--- config.mk ---
export PLATFORM = sky130hd
export DESIGN_NAME = uart_rx
export DESIGN_NICKNAME = d
export VERILOG_FILES = /design/src/rtl/uart_pkg.sv /design/src/rtl/uart_rx_sync.sv /design/src/rtl/uart_rx.sv
export SDC_FILE = /design/constraint.sdc
export NUM_CORES = 1
export LEC_CHECK = 0
export ABC_AREA = 1
export CORE_MARGIN = 1.5
export CORE_UTILIZATION = 45
export CTS_CLUSTER_SIZE = 28
export DETAILED_ROUTE_END_ITERATION = 12
export GPL_ROUTABILITY_DRIVEN = 0
export PLACE_DENSITY = 0.68
export SYNTH_ARGS = -nofsm -noshare
export SYNTH_HDL_FRONTEND = slang
export SYNTH_SLANG_ARGS = --single-unit
--- constraint.sdc ---
create_clock -name clock -period 1.5 [get_ports clock]
set_input_delay 0.3 -clock clock [delete_from_list [all_inputs] [get_ports clock]]
set_output_delay 0.3 -clock clock [all_outputs]
set_load 0.05 [all_outputs]
--- src/rtl/uart_pkg.sv ---
// Shared UART definitions: receive FSM state encoding and 8N1 frame line levels.
package uart_pkg;

  typedef enum logic [1:0] {
    IDLE  = 2'd0,
    START = 2'd1,
    DATA  = 2'd2,
    STOP  = 2'd3
  } rx_state_t;

  localparam logic START_BIT = 1'b0;
  localparam logic STOP_BIT  = 1'b1;
  localparam logic LINE_IDLE = 1'b1;

endpackage

--- src/rtl/uart_rx_sync.sv ---
// Two-flop synchronizer for the asynchronous serial line; resets to the idle (high) level.
module uart_rx_sync
  import uart_pkg::*;
(
  input  logic clock,
  input  logic reset,
  input  logic rx,
  output logic rx_s
);

  logic meta;

  always_ff @(posedge clock or negedge reset) begin
    if (!reset) begin
      meta <= LINE_IDLE;
      rx_s <= LINE_IDLE;
    end else begin
      meta <= rx;
      rx_s <= meta;
    end
  end

endmodule

--- src/rtl/uart_rx.sv ---
// 8N1 UART receiver: mid-bit sampling FSM, LSB-first shift register, and a valid/ready output byte register.
module uart_rx
  import uart_pkg::*;
#(
  parameter int unsigned COUNTER_SIZE          = 8,
  parameter int unsigned CLKS_PER_BIT          = 8,
  parameter int unsigned NUM_OF_BITS_IN_BUFFER = 8
) (
  input  logic                             clock,
  input  logic                             reset,
  input  logic                             rx,
  input  logic                             data_ready,
  output logic [NUM_OF_BITS_IN_BUFFER-1:0] data_out,
  output logic                             data_valid,
  output logic                             frame_error,
  output logic                             overrun,
  output logic                             busy
);

  localparam int unsigned BIT_W = (NUM_OF_BITS_IN_BUFFER > 1) ? $clog2(NUM_OF_BITS_IN_BUFFER) : 1;
  localparam logic [COUNTER_SIZE-1:0] HALF_M1  = COUNTER_SIZE'(CLKS_PER_BIT / 2 - 1);
  localparam logic [COUNTER_SIZE-1:0] FULL_M1  = COUNTER_SIZE'(CLKS_PER_BIT - 1);
  localparam logic [BIT_W-1:0]        LAST_IDX = BIT_W'(NUM_OF_BITS_IN_BUFFER - 1);

  if (CLKS_PER_BIT < 4) begin : g_bad_cpb
    $error("uart_rx: CLKS_PER_BIT must be at least 4");
  end
  if ((2 ** COUNTER_SIZE) <= CLKS_PER_BIT) begin : g_bad_cnt
    $error("uart_rx: COUNTER_SIZE too small for CLKS_PER_BIT");
  end

  rx_state_t                        state, next_state;
  logic                             rx_s;
  logic [COUNTER_SIZE-1:0]          count;
  logic [BIT_W-1:0]                 bit_idx;
  logic [NUM_OF_BITS_IN_BUFFER-1:0] shift_reg;
  logic [NUM_OF_BITS_IN_BUFFER:0]   shift_next;
  logic                             data_sample;
  logic                             stop_sample;
  logic                             load;
  logic                             fe_set;
  logic                             ov_set;

  uart_rx_sync u_sync (
    .clock (clock),
    .reset (reset),
    .rx    (rx),
    .rx_s  (rx_s)
  );

  always_ff @(posedge clock or negedge reset) begin
    if (!reset) state <= IDLE;
    else        state <= next_state;
  end

  always_comb begin
    next_state = state;
    unique case (state)
      IDLE:  if (rx_s == START_BIT) next_state = START;
      START: if (count == HALF_M1) next_state = (rx_s == START_BIT) ? DATA : IDLE;
      DATA:  if (count == FULL_M1 && bit_idx == LAST_IDX) next_state = STOP;
      STOP:  if (count == FULL_M1) next_state = IDLE;
      default: next_state = IDLE;
    endcase
  end

  always_comb begin
    data_sample = (state == DATA) && (count == FULL_M1);
    stop_sample = (state == STOP) && (count == FULL_M1);
    load        = stop_sample && (rx_s == STOP_BIT) && (!data_valid || data_ready);
    fe_set      = stop_sample && (rx_s != STOP_BIT);
    ov_set      = stop_sample && (rx_s == STOP_BIT) && data_valid && !data_ready;
    busy        = (state != IDLE);
    // Newest bit enters at the MSB so the first (LSB) bit ends up at bit 0.
    shift_next  = {rx_s, shift_reg};
  end

  always_ff @(posedge clock or negedge reset) begin
    if (!reset) begin
      count <= '0;
    end else if (state == IDLE || next_state != state || data_sample) begin
      count <= '0;
    end else begin
      count <= count + 1'b1;
    end
  end

  always_ff @(posedge clock or negedge reset) begin
    if (!reset) begin
      bit_idx   <= '0;
      shift_reg <= '0;
    end else if (data_sample) begin
      bit_idx   <= (bit_idx == LAST_IDX) ? '0 : bit_idx + 1'b1;
      shift_reg <= shift_next[NUM_OF_BITS_IN_BUFFER:1];
    end
  end

  // A load in the same cycle as a handshake keeps data_valid high with the new byte.
  always_ff @(posedge clock or negedge reset) begin
    if (!reset) begin
      data_out    <= '0;
      data_valid  <= 1'b0;
      frame_error <= 1'b0;
      overrun     <= 1'b0;
    end else begin
      frame_error <= fe_set;
      overrun     <= ov_set;
      if (load) begin
        data_out   <= shift_reg;
        data_valid <= 1'b1;
      end else if (data_valid && data_ready) begin
        data_valid <= 1'b0;
      end
    end
  end

endmodule

# [Yosys cells after proc, flatten, opt, wreduce, memory -nomap -nowiden]
# Index checks and enable logic that the tools add are counted.
[totals] register_bits=34 output_inout_bits=12 elab_cells=47
[classes] addsub=2 eq_ne=7 muxes=10 bitwise=1 n_reduce_logical=17
[op_table] op="two-way mux 2 bit" n=5
[op_table] op="logical AND 1 bit" n=9
[op_table] op="adder 8 x 1 -> 8 bit (second input constant)" n=1
[op_table] op="equality test 8 x 2 -> 1 bit (second input constant)" n=1
[op_table] op="equality test 8 x 3 -> 1 bit (second input constant)" n=1
[op_table] op="two-way mux 8 bit" n=1
[op_table] op="one-hot mux 2 bit (4 select lines)" n=1
[op_table] op="equality test 2 bit (second input constant)" n=2
[op_table] op="nonzero test 2 bit" n=2
[op_table] op="adder 3 x 1 -> 3 bit (second input constant)" n=1
[op_table] op="equality test 3 bit (second input constant)" n=1
[op_table] op="logical OR 1 bit" n=3
[op_table] op="two-way mux 3 bit" n=1
[op_table] op="equality test 2 x 1 -> 1 bit (second input constant)" n=1
[op_table] op="logical NOT 1 bit" n=2
[op_table] op="logical NOT 2 bit" n=1
[op_table] op="two-way mux 1 bit" n=2
[op_table] op="inequality test 2 bit" n=1
[op_table] op="inverter 1 bit" n=1

# [Longest topological paths before layout]
[logic_depth] depth_word=8 mapped_depth=8 mapped_depth_nobuf=8

# [Cells and area by module]
# From an unflattened synthesis, not the netlist that was laid out.
[hier_totals] cells_unflattened=150 hier_area_um2=1447.6
[by_module_without_submodules] mod="uart_rx" instances=1 cells_per_inst=148 area_each_um2=1395.1
[by_module_without_submodules] mod="uart_rx_sync" instances=1 cells_per_inst=2 area_each_um2=52.6

# [Worst setup path after synthesis]
# No wires, ideal clock.
[synth_path] path_kind="register to register" startpoint="register count[0]" endpoint="register data_out[1]" setup_ns=0.119 arrival_ns=1.269 t_required_ns=1.381 setup_slack_ns=0.112 stages_incl_launch_ff=8 path_cell_list="dfrtp_1 > ha_1 > nand3_2 > nor3_2 > nand3_2 > buf_6 > nand2_2 > o21ai_2"
[synth_between] elab_chain_cells=4
[synth_rtl] item="start, declared" line_no="uart_rx.sv:34" source="logic [COUNTER_SIZE-1:0] count;"
[synth_rtl] item="start signal, assigned" line_no="uart_rx.sv:84" source="count <= count + 1'b1;"
[synth_rtl] item="equality test 8 x 3 -> 1 bit" line_no="uart_rx.sv:69" source="stop_sample = (state == STOP) && (count == FULL_M1);"
[synth_rtl] item="logical AND 1 bit" line_no="uart_rx.sv:69"
[synth_rtl] item="logical AND 1 bit (2 in series)" line_no="uart_rx.sv:70" source="load = stop_sample && (rx_s == STOP_BIT) && (!data_valid || data_ready);"
[synth_rtl] item="end signal, assigned" line_no="uart_rx.sv:109" source="data_out <= shift_reg;"
[synth_rtl] item="end, declared" line_no="uart_rx.sv:13" source="output logic [NUM_OF_BITS_IN_BUFFER-1:0] data_out,"
# Every way passes these cells.
# A chain may end at the register's enable or synchronous reset.

# [Worst setup path in the final report]
[layout_path] startpoint="register count[6]" endpoint="register count[0]"
[layout_between] elab_chain_cells=8
[layout_rtl] item="equality test 8 x 3 -> 1 bit" line_no="uart_rx.sv:61, uart_rx.sv:62, uart_rx.sv:68"
[layout_rtl] item="logical AND 1 bit" line_no="uart_rx.sv:61" source="DATA: if (count == FULL_M1 && bit_idx == LAST_IDX) next_state = STOP;"
[layout_rtl] item="two-way mux 2 bit" line_no="uart_rx.sv:61"
[layout_rtl] item="one-hot mux 2 bit (4 select lines)" line_no="uart_rx.sv:58" source="unique case (state)"
[layout_rtl] item="inequality test 2 bit" line_no="uart_rx.sv:81" source="end else if (state == IDLE || next_state != state || data_sample) begin"
[layout_rtl] item="logical OR 1 bit" line_no="uart_rx.sv:81"
[layout_rtl] item="logical OR 1 bit *" line_no="uart_rx.sv:81"
[layout_rtl] item="two-way mux 8 bit *" line_no="uart_rx.sv:81"
# Every way passes the cells marked *; elsewhere a longest branch is shown, timed or not.

==> metrics.yaml <==
clock_network:
  cts_max_path_buffers: 2
  cts_sinks: 34
  htreeDepth: 2
  cts_tree: "done"
  clkTransAtPathRegs_ps: 100
  numCtsBuffers: 5
  cts-root-buf: "clkbuf_4"
  clk_latency_ps: 330
floorplan:
  core_um2: 3130
  dieArea_um2: 3720
  num_io_pins: 16
  start_util_pct: 48.4
  die_w_um: 61.0
  rows: 20
  die_y_um: 61.0
global_routing:
  grt_remaining_overflow: 0
  grt_max_degree: 35
  antenna_found_initial: 0
  grt_pass1_wl_um: 4820
  grt_pass1_vias: 1100
  grt.total_usage_pct: 18.0
critical_path:
  cp.depth: 8
  rr_endpoint: "count[0]"
  critPathMaxFanout: 8
  path_cells: "nor2_2, nand2_2, nor2_4, nor2_2, nor2_2, nand2_1, nand2_4, nor2_1"
  cp-end-kind: "flop"
  rr_startpoint: "count[6]"
  cp_num_buf_inv: 0
  crit_start: "count[6]"
  r2r_setup_slack_ps: 80
  cp.required_ps: 1720
  crit_path_end: "count[0]"
  cpMostUsedCell: "nor2_2"
  cp-start-kind: "flop"
  cpLargestDelayFamily: "simple AND/OR/NAND/NOR gates"
  max_stage_delay_ps: 430
  worstSetupPathType: "flop to flop"
  slowest_stage: "dfrtp_1"
  ff2ff_path_depth: 8
  arrival_ps: 1640
timing:
  relSlewSlack_pct: 84.7
  setup_violations: 0
  fin_crit_sh_pct: 94.5
  finalMaxSlewViolations: 0
  skew_ps: 6.63
  worst_slew_pin_slew_ps: 227
  clock.fmax_mhz: 706
  rsz0062_at_grt: "no"
  hold_slack_ps: 323
  setup_tns_ps: 0
  hold_viol: 0
  period_minus_slack_ps: 1420
run:
  maxCapViolCount: 0
power_and_ir_drop:
  p_leak_uw: 0.000895
  p_per_area_nw_per_um2: 1140
  ir_drop_v: 0.000834
yosys:
  avgSynthCellArea_um2: 10.0
  synth_nets: 158
  synth_cell_type_count: 25
  netlist_instances: 151
  seq_area_frac_synth_pct: 56.3
  syn_area_um2: 1520
  synth-seq-cells: 34
  ys_warn_count: 0
routing:
  drcViolationCount: 0
  ant_nets: 0
  drtPass1Iterations: 4
  drt_iter0_drc: 36
  viasPerCell: 4.85
  routed_wirelength_um: 2720
  wl_per_cell_um: 12.3
  num_vias: 1071
min_path:
  hp-class: "input port to async pin"
placement:
  dp_hpwl_um: 1950
  io_buffers: 15
status:
  outcome: "complete, no violations"
cells_and_area:
  layout-drive-gt1-share_pct: 36.2
  final_common_cell: "nand2_1"
  final_cell_mix: "nand2_1 (32), dfrtp_1 (31), o21ai_2 (17), nor2_1 (15), buf_12 (15)"
  n_fill_cell: 247
  diodes: 0
  syn2layout_area_growth_pct: 32.5
  final_nets: 183
[worst min path at each step]
stage / endpoint / slack, ps / cells after the start
floorplan: bit_idx[0] / 4 / 0
global placement: u_sync.rx_s / 350 / 0
detailed placement: u_sync.rx_s / 350 / 0
CTS: data_out[1] / 310 / 2
global route: data_out[1] / 310 / 2
finish: count[6] / 320 / 2
[worst register-to-register path: stages (launching register included)]
cell	delay (ps)
dfrtp_1	430
nor2_2	170
nand2_2	110
nor2_4	160
nor2_2	60
nor2_2	130
nand2_1	100
nand2_4	110
nor2_1	50
[kinds of logic (layout without fill, tap and decap cells)]
logic type,count (synthesis),in the layout,synth area share (%)
and+or+nand+nor,70,70,21.0
adders and majority gates,3,3,2.48
AOI/OAI and AO/OA,20,20,11.1
xor gates and xnor gates,6,6,3.47
DFF,34,34,56.3
buffers and inverters,18,44,5.70
[where the power goes]
| part | total (uW) | switching, uW | internal, uW |
|---|---|---|---|
| Combinational | 616 | 357 | 260 |
| Sequential | 1070 | 77.5 | 997 |
| Clock | 605 | 284 | 320 |
[repair_timing]
action / 4_1_cts / 5_1_grt
endpoints found under the hold margin: 0 / 0
buffers inserted: 0 / 2
hold buffers: 0 / 0
pin swaps: 0 / 1
endpoints found under the setup margin: 8 / 22
cloned: 0 / 0
gates resized for setup: 2 / 8
[final cells by class]
cell class                 count  area [um^2]  area share (%)
sequential                    34          855            42.6
clock buffer                   8         78.8            3.93
tap                           44         55.1            2.74
inverter                      15         56.3            2.80
multi-input combinational     99          611            30.4
timing repair buffer          21          353            17.6
[layer usage]
layer / GRT usage, % / up-vias / wire length [um]
li1: - / 532 / -
met3: 5.67 / 6 / 107
met1: 21.4 / 513 / 1220
met2: 30.5 / 20 / 1360
met4: 6.52 / 0 / 37
met5: 0 / - / 0
[per-stage QoR]
stage	utilization [%]	std cells	total power, uW	instance area, um^2	worst slack, ps
2_1_floorplan	-	151	1420	1520	112
4_1_cts	62.8	219	2260	1960	10.3
3_3_place_gp	60.0	211	1610	1880	61.9
3_5_place_dp	60.0	211	1630	1880	-34.3
5_1_grt	64.2	221	2440	2010	0.000666
6_report	64.2	221	2300	2010	82.8
[cell usage after synthesis (all sizes together)]
master / count / area share [%]
nor2: 21 / 5.9
o221ai: 1 / 0.58
dfrtp: 32 / 53
nand3: 6 / 2.6
nor3: 2 / 0.99
ha: 3 / 2.5
nor4: 1 / 0.41
xor2: 4 / 2.3
or2: 1 / 0.41
nand4: 1 / 0.41
nand2: 37 / 9.8
buf: 3 / 2.0
inv: 15 / 3.7
xnor2: 2 / 1.2
and3: 1 / 0.41
o21ai: 19 / 10
dfstp: 2 / 3.5
No activity file was read; power rests on OpenSTA's default activity.
